[src/rtl/alu_pkg.sv]
// Shared ALU definitions: pack modes, compare ops and lane widths
// for the subtract/compare pipeline stage.
package alu_pkg;

  typedef enum logic [1:0] {
    WORD = 2'b00,
    HALF = 2'b01,
    BYTE = 2'b10
  } pack_mode_e;

  typedef enum logic [1:0] {
    OP_SUB  = 2'b00,
    OP_SEQ  = 2'b01,
    OP_SNE  = 2'b10,
    OP_RSVD = 2'b11
  } cmp_op_e;

  localparam int WORD_W = 32;
  localparam int HALF_W = 16;
  localparam int BYTE_W = 8;

  function automatic logic [WORD_W-1:0] expand4(
    input logic [3:0] m
  );
    return {{BYTE_W{m[3]}}, {BYTE_W{m[2]}},
            {BYTE_W{m[1]}}, {BYTE_W{m[0]}}};
  endfunction

endpackage

[src/rtl/lane_cmp_mask.sv]
// Combinational packed SEQ/SNE mask former; SUB and the
// reserved op pass the difference through unchanged.
module lane_cmp_mask
  import alu_pkg::*;
(
  input  logic [WORD_W-1:0] diff,
  input  logic [1:0]        pack_mode,
  input  logic [1:0]        op,
  output logic [WORD_W-1:0] result
);

  logic [3:0] zero;
  logic       mode_ok;
  logic       z_word;
  logic [1:0] z_half;
  logic [3:0] z_byte;

  assign z_word = (diff == '0);
  assign z_half = {diff[31:16] == '0, diff[15:0] == '0};
  assign z_byte = {diff[31:24] == '0, diff[23:16] == '0,
                   diff[15:8] == '0, diff[7:0] == '0};

  // zero flags are tracked per byte lane so one expander serves all modes
  always_comb begin
    zero    = '0;
    mode_ok = 1'b1;
    unique case (pack_mode)
      WORD:    zero = {4{z_word}};
      HALF:    zero = {{2{z_half[1]}}, {2{z_half[0]}}};
      BYTE:    zero = z_byte;
      default: mode_ok = 1'b0;
    endcase
  end

  always_comb begin
    result = diff;
    unique case (1'b1)
      (!mode_ok):               result = '0;
      (mode_ok && op == OP_SEQ): result = expand4(zero);
      (mode_ok && op == OP_SNE): result = expand4(~zero);
      default:                  result = diff;
    endcase
  end

endmodule

[src/rtl/sub_cmp_stage.sv]
// Subtract/compare result stage with 2-entry skid buffer.
// Optional perf counters: define SUB_CMP_STAGE_PERF_EN.
module sub_cmp_stage
  import alu_pkg::*;
#(
  parameter int TAG_W = 5,
  parameter int CNT_W = 32
) (
  input  logic             clk,
  input  logic             rst_n,
  input  logic             flush,
  input  logic             in_valid,
  output logic             in_ready,
  input  logic [31:0]      in_diff,
  input  logic [1:0]       in_pack_mode,
  input  logic [1:0]       in_op,
  input  logic [TAG_W-1:0] in_tag,
`ifdef SUB_CMP_STAGE_PERF_EN
  output logic [CNT_W-1:0] perf_xfer_cnt,
  output logic [CNT_W-1:0] perf_stall_cnt,
`endif
  output logic             out_valid,
  input  logic             out_ready,
  output logic [31:0]      out_result,
  output logic [TAG_W-1:0] out_tag
);

  logic             main_valid;
  logic             skid_valid;
  logic             rdy_q;
  logic [31:0]      main_res;
  logic [31:0]      skid_res;
  logic [31:0]      new_res;
  logic [TAG_W-1:0] main_tag;
  logic [TAG_W-1:0] skid_tag;
  logic             in_xfer;
  logic             main_free;

  lane_cmp_mask u_mask (
    .diff      (in_diff),
    .pack_mode (in_pack_mode),
    .op        (in_op),
    .result    (new_res)
  );

  assign in_xfer   = in_valid && rdy_q;
  assign main_free = !main_valid || out_ready;

  assign in_ready   = rdy_q;
  assign out_valid  = main_valid;
  assign out_result = main_res;
  assign out_tag    = main_tag;

  // skid only fills while main is stalled, and drains before new input
  always_ff @(posedge clk) begin
    if (!rst_n) begin
      main_valid <= 1'b0;
      main_res   <= '0;
      main_tag   <= '0;
      skid_valid <= 1'b0;
      skid_res   <= '0;
      skid_tag   <= '0;
      rdy_q      <= 1'b1;
    end else if (flush) begin
      main_valid <= 1'b0;
      skid_valid <= 1'b0;
      rdy_q      <= 1'b1;
    end else if (main_free) begin
      if (skid_valid) begin
        main_valid <= 1'b1;
        main_res   <= skid_res;
        main_tag   <= skid_tag;
        skid_valid <= 1'b0;
        rdy_q      <= 1'b1;
      end else begin
        main_valid <= in_xfer;
        if (in_xfer) begin
          main_res <= new_res;
          main_tag <= in_tag;
        end
      end
    end else if (in_xfer) begin
      skid_valid <= 1'b1;
      skid_res   <= new_res;
      skid_tag   <= in_tag;
      rdy_q      <= 1'b0;
    end
  end

`ifdef SUB_CMP_STAGE_PERF_EN
  logic out_xfer;
  logic stall;

  assign out_xfer = main_valid && out_ready;
  assign stall    = main_valid && !out_ready;

  always_ff @(posedge clk) begin
    if (!rst_n) begin
      perf_xfer_cnt  <= '0;
      perf_stall_cnt <= '0;
    end else begin
      if (out_xfer) perf_xfer_cnt <= perf_xfer_cnt + 1'b1;
      if (stall) perf_stall_cnt <= perf_stall_cnt + 1'b1;
    end
  end
`endif

endmodule

[config.mk]
export PLATFORM = sky130hd
export DESIGN_NAME = sub_cmp_stage
export DESIGN_NICKNAME = d
export VERILOG_FILES = /design/src/rtl/alu_pkg.sv /design/src/rtl/lane_cmp_mask.sv /design/src/rtl/sub_cmp_stage.sv
export SDC_FILE = /design/constraint.sdc
export NUM_CORES = 1
export LEC_CHECK = 0
export ABC_CLOCK_PERIOD_IN_PS = 5300
export CAP_MARGIN = 0
export CORE_UTILIZATION = 56
export DETAILED_ROUTE_END_ITERATION = 10
export PLACE_DENSITY_LB_ADDON = 0.2
export SLEW_MARGIN = 20
export SYNTH_ARGS = -nofsm -noshare
export SYNTH_HDL_FRONTEND = slang
export SYNTH_HIERARCHICAL = 1
export SYNTH_SLANG_ARGS = --single-unit
[constraint.sdc]
create_clock -name clk -period 5.3 [get_ports clk]
set_input_delay 1.06 -clock clk [delete_from_list [all_inputs] [get_ports clk]]
set_output_delay 1.06 -clock clk [all_outputs]
set_load 0.05 [all_outputs]
==> results.sh <==
export IMPL_ctsResizeCount=0
export IMPL_dr_pass1_iters=4
export IMPL_grt_pass1_vias=3517
export IMPL_dieHeight_um=88.0
export IMPL_worst_slew_margin_rel_pct=33.7
export IMPL_rrSetupSlack_ps=3050
export IMPL_io_buffers=84
export IMPL_start_kind="input pin"
export IMPL_worst_ep_required_time_ps=5570
export IMPL_layout_min_cycle_time_ps=3600
export IMPL_p_leak_nw=2.06
export IMPL_drt_wl_total_um=9260
export IMPL_ant_nets=0
export IMPL_drive_above_1_share_pct=11.6
export IMPL_tightestPinTransition_ps=994
export IMPL_total_power_mw=1.42
export IMPL_stdcell_count=657
export IMPL_core_mm2=0.00698
export IMPL_syn_inst=495
export IMPL_whs_path_depth=2
export IMPL_path_clk_slew_ps=80
export IMPL_clock_latency_ps=350
export IMPL_max_freq_mhz=278
export IMPL_timing_hold_violations_final=0
export IMPL_dr_first_iter_drc_count=128
export IMPL_fin_tns_setup_ps=0
export IMPL_pin_count=85
export IMPL_seq_area_frac_synth_pct=37.2
export IMPL_post_drt_wl_per_cell_um=14.1
export IMPL_r2r_start="skid_valid"
export IMPL_synth_top_area_share_pct=37.2
export IMPL_worstRegToRegCells=3
export IMPL_placed_cells=641
export IMPL_grtUsageTotal_pct=25.5
export IMPL_drv_slew=0
export IMPL_area_delta_synth_final_pct=25.0
export IMPL_drc=0
export IMPL_stdcell_area_mm2=0.00518
export IMPL_r2r_end="out_result[0]"
export IMPL_crit_chain="clkdlybuf4s50_1 -> nor4_1 -> nand4_1 -> nor4_4 -> a21oi_1 -> nand2_1 -> mux2_2 -> nand2_1 -> mux2i_1"
export IMPL_critPathMaxFanout=16
export IMPL_end_kind="flip-flop"
export IMPL_cts_max_path_buffers=2
export IMPL_crit_buf_inv=1
export IMPL_cellPowerDensity_mw_per_mm2=275
export IMPL_insertedDiodeCount=0
export IMPL_min_path_type="flip-flop to flip-flop"
export IMPL_period_share_pct=67.9
export IMPL_initial_core_util_pct=59.3
export IMPL_cap_violations=0
export IMPL_cts_tree="built"
export IMPL_vdd_drop_max_uv=167
export IMPL_fin_skew_ps=8.58
export IMPL_grt_remaining_overflow=0
export IMPL_yosysTopAreaCell="dfxtp_1"
export IMPL_setup_viol=0
export IMPL_syn_avg_cell_area_um2=8.37
export IMPL_cts_made_buffers=9
export IMPL_layout_common_cells="nand2_1 (189), clkdlybuf4s50_1 (83), dfxtp_1 (76), mux2i_1 (74), a21oi_1 (39)"
export IMPL_synth_distinct_cells=30
export IMPL_synth_seq_cells=77
export IMPL_final_util_pct=74.2
export IMPL_path_common_cell="nand2_1"
export IMPL_dp_hpwl_um=6120
export IMPL_clock_tree_root_cell="clkbuf_8"
export IMPL_hp_start="skid_res[15]"
export IMPL_place_gp_congestion=0.848
export IMPL_slowest_stage="nor4_4"
export IMPL_cts_setup_buffers=0
export IMPL_nets=602
export IMPL_grt_start_max_net_pins=96
export IMPL_yosysWarnings=6
export IMPL_placed_area_mm2=0.00493
export IMPL_postCtsHoldBufs=0
export IMPL_h_tree_depth=3
export IMPL_cts_sinks=77
export IMPL_hold_end="skid_res[15]"
export IMPL_vias=3580
export IMPL_antenna_found_initial=0
export IMPL_fillers=547
export IMPL_final_common_cell="nand2_1"
export IMPL_ys_top_cells_by_area="dfxtp_1 (37%), mux2i_1 (18%), nand2_1 (17%)"
export IMPL_fp_dieArea_mm2=0.00775
export IMPL_rsz0062_at_grt="false"
export IMPL_row_count=30
export IMPL_cp_top_family="simple AND/OR/NAND/NOR gates"
export IMPL_die_w_um=88.0
export IMPL_critPathKind="input pin to flip-flop"
export IMPL_viasPerCell=5.45
export IMPL_slowest_delay_ps=820
export IMPL_netlist_area_mm2=0.00414
export IMPL_grt_pass1_wl_um=15500
export IMPL_status="finished, final reports clean"
export IMPL_syn_nets=541
export IMPL_arrival_ps=3870
==> cell type report <==
class                      instances  area (um^2)  area share (%)
multi-input combinational        381         2410            46.6
sequential                        77         1540            29.8
timing repair buffer              86          853            16.5
clock buffer                      10          138            2.66
tap                               96          120            2.32
clock inverter                     6          110            2.13
inverter                           1         3.75          0.0725
==> cell families (layout without fill, tap and decap cells) <==
| group | after synthesis | after routing | share of synthesized area, % |
|---|---|---|---|
| flops | 77 | 77 | 37.2 |
| buf+inv | 37 | 103 | 4.83 |
| compound gates | 51 | 51 | 8.03 |
| simple gates | 219 | 219 | 22.0 |
| mux | 111 | 111 | 27.9 |
==> per-layer routing <==
| metal | vias up | wire, um | global-route usage, % |
|---|---|---|---|
| met5 | - | 0 | 0 |
| met4 | 0 | 155 | 12.0 |
| met3 | 14 | 527 | 4.62 |
| met2 | 101 | 4440 | 43.8 |
| met1 | 1674 | 4140 | 31.0 |
| li1 | 1791 | - | - |
==> synthesized netlist by cell type <==
master	instances
and3_4	1
nand2_1	189
nand2b_1	6
o2111ai_1	1
and3_1	1
nor3_1	3
nor2b_1	2
dfxtp_1	77
buf_4	3
buf_1	3
nor2_1	6
a21o_1	2
clkbuf_4	1
o31a_1	1
mux2_2	37
o32ai_4	2
inv_1	1
nor4_2	2
buf_6	5
mux2i_1	74
a21oi_1	39
clkbuf_1	17
nor4_4	1
nor4_1	6
o22a_1	2
a41oi_1	2
or3_1	1
nand4_1	1
buf_2	7
o21bai_1	2
==> how the worst max path moves through the flow <==
stage | slack [ps] | cells after the start | start | endpoint
after floorplan | 2450 | 8 | in_diff[25] | out_result[19]
after global placement | 1560 | 9 | in_diff[21] | out_result[26]
after detailed placement | 1440 | 9 | in_diff[20] | out_result[17]
after CTS | 1800 | 9 | in_diff[20] | out_result[17]
after global routing | 1550 | 9 | in_diff[21] | out_result[22]
final | 1700 | 9 | in_diff[20] | out_result[17]
==> report_power, final <==
group          switching (mW)  leakage [nW]  internal (mW)
clock network           0.220         0.119          0.325
registers              0.0103         0.625          0.596
logic                   0.158          1.31          0.116
total                   0.388          2.06           1.04
==> worst reg2reg max path: cells and delay by family (launching register included) <==
family	cells	cell delay [ps]
AOI/OAI and AO/OA	1	180
DFF	1	990
and+or+nand+nor	1	710
muxes	1	230
==> flip-flops by register name (all words and copies together) (netlist names) <==
name,cells
out_result,32
skid_res,32
out_tag,5
skid_tag,5
in_ready,1
out_valid,1
skid_valid,1
==> stage by stage <==
stage | hold slack [ps] | setup WS (ps)
after floorplan | 431 | 2450
after global placement | 438 | 1560
after detailed placement | 447 | 1440
after CTS | 460 | 1800
after global routing | 477 | 1550
final | 456 | 1700
Note: power is estimated with default switching activity, not from simulation.
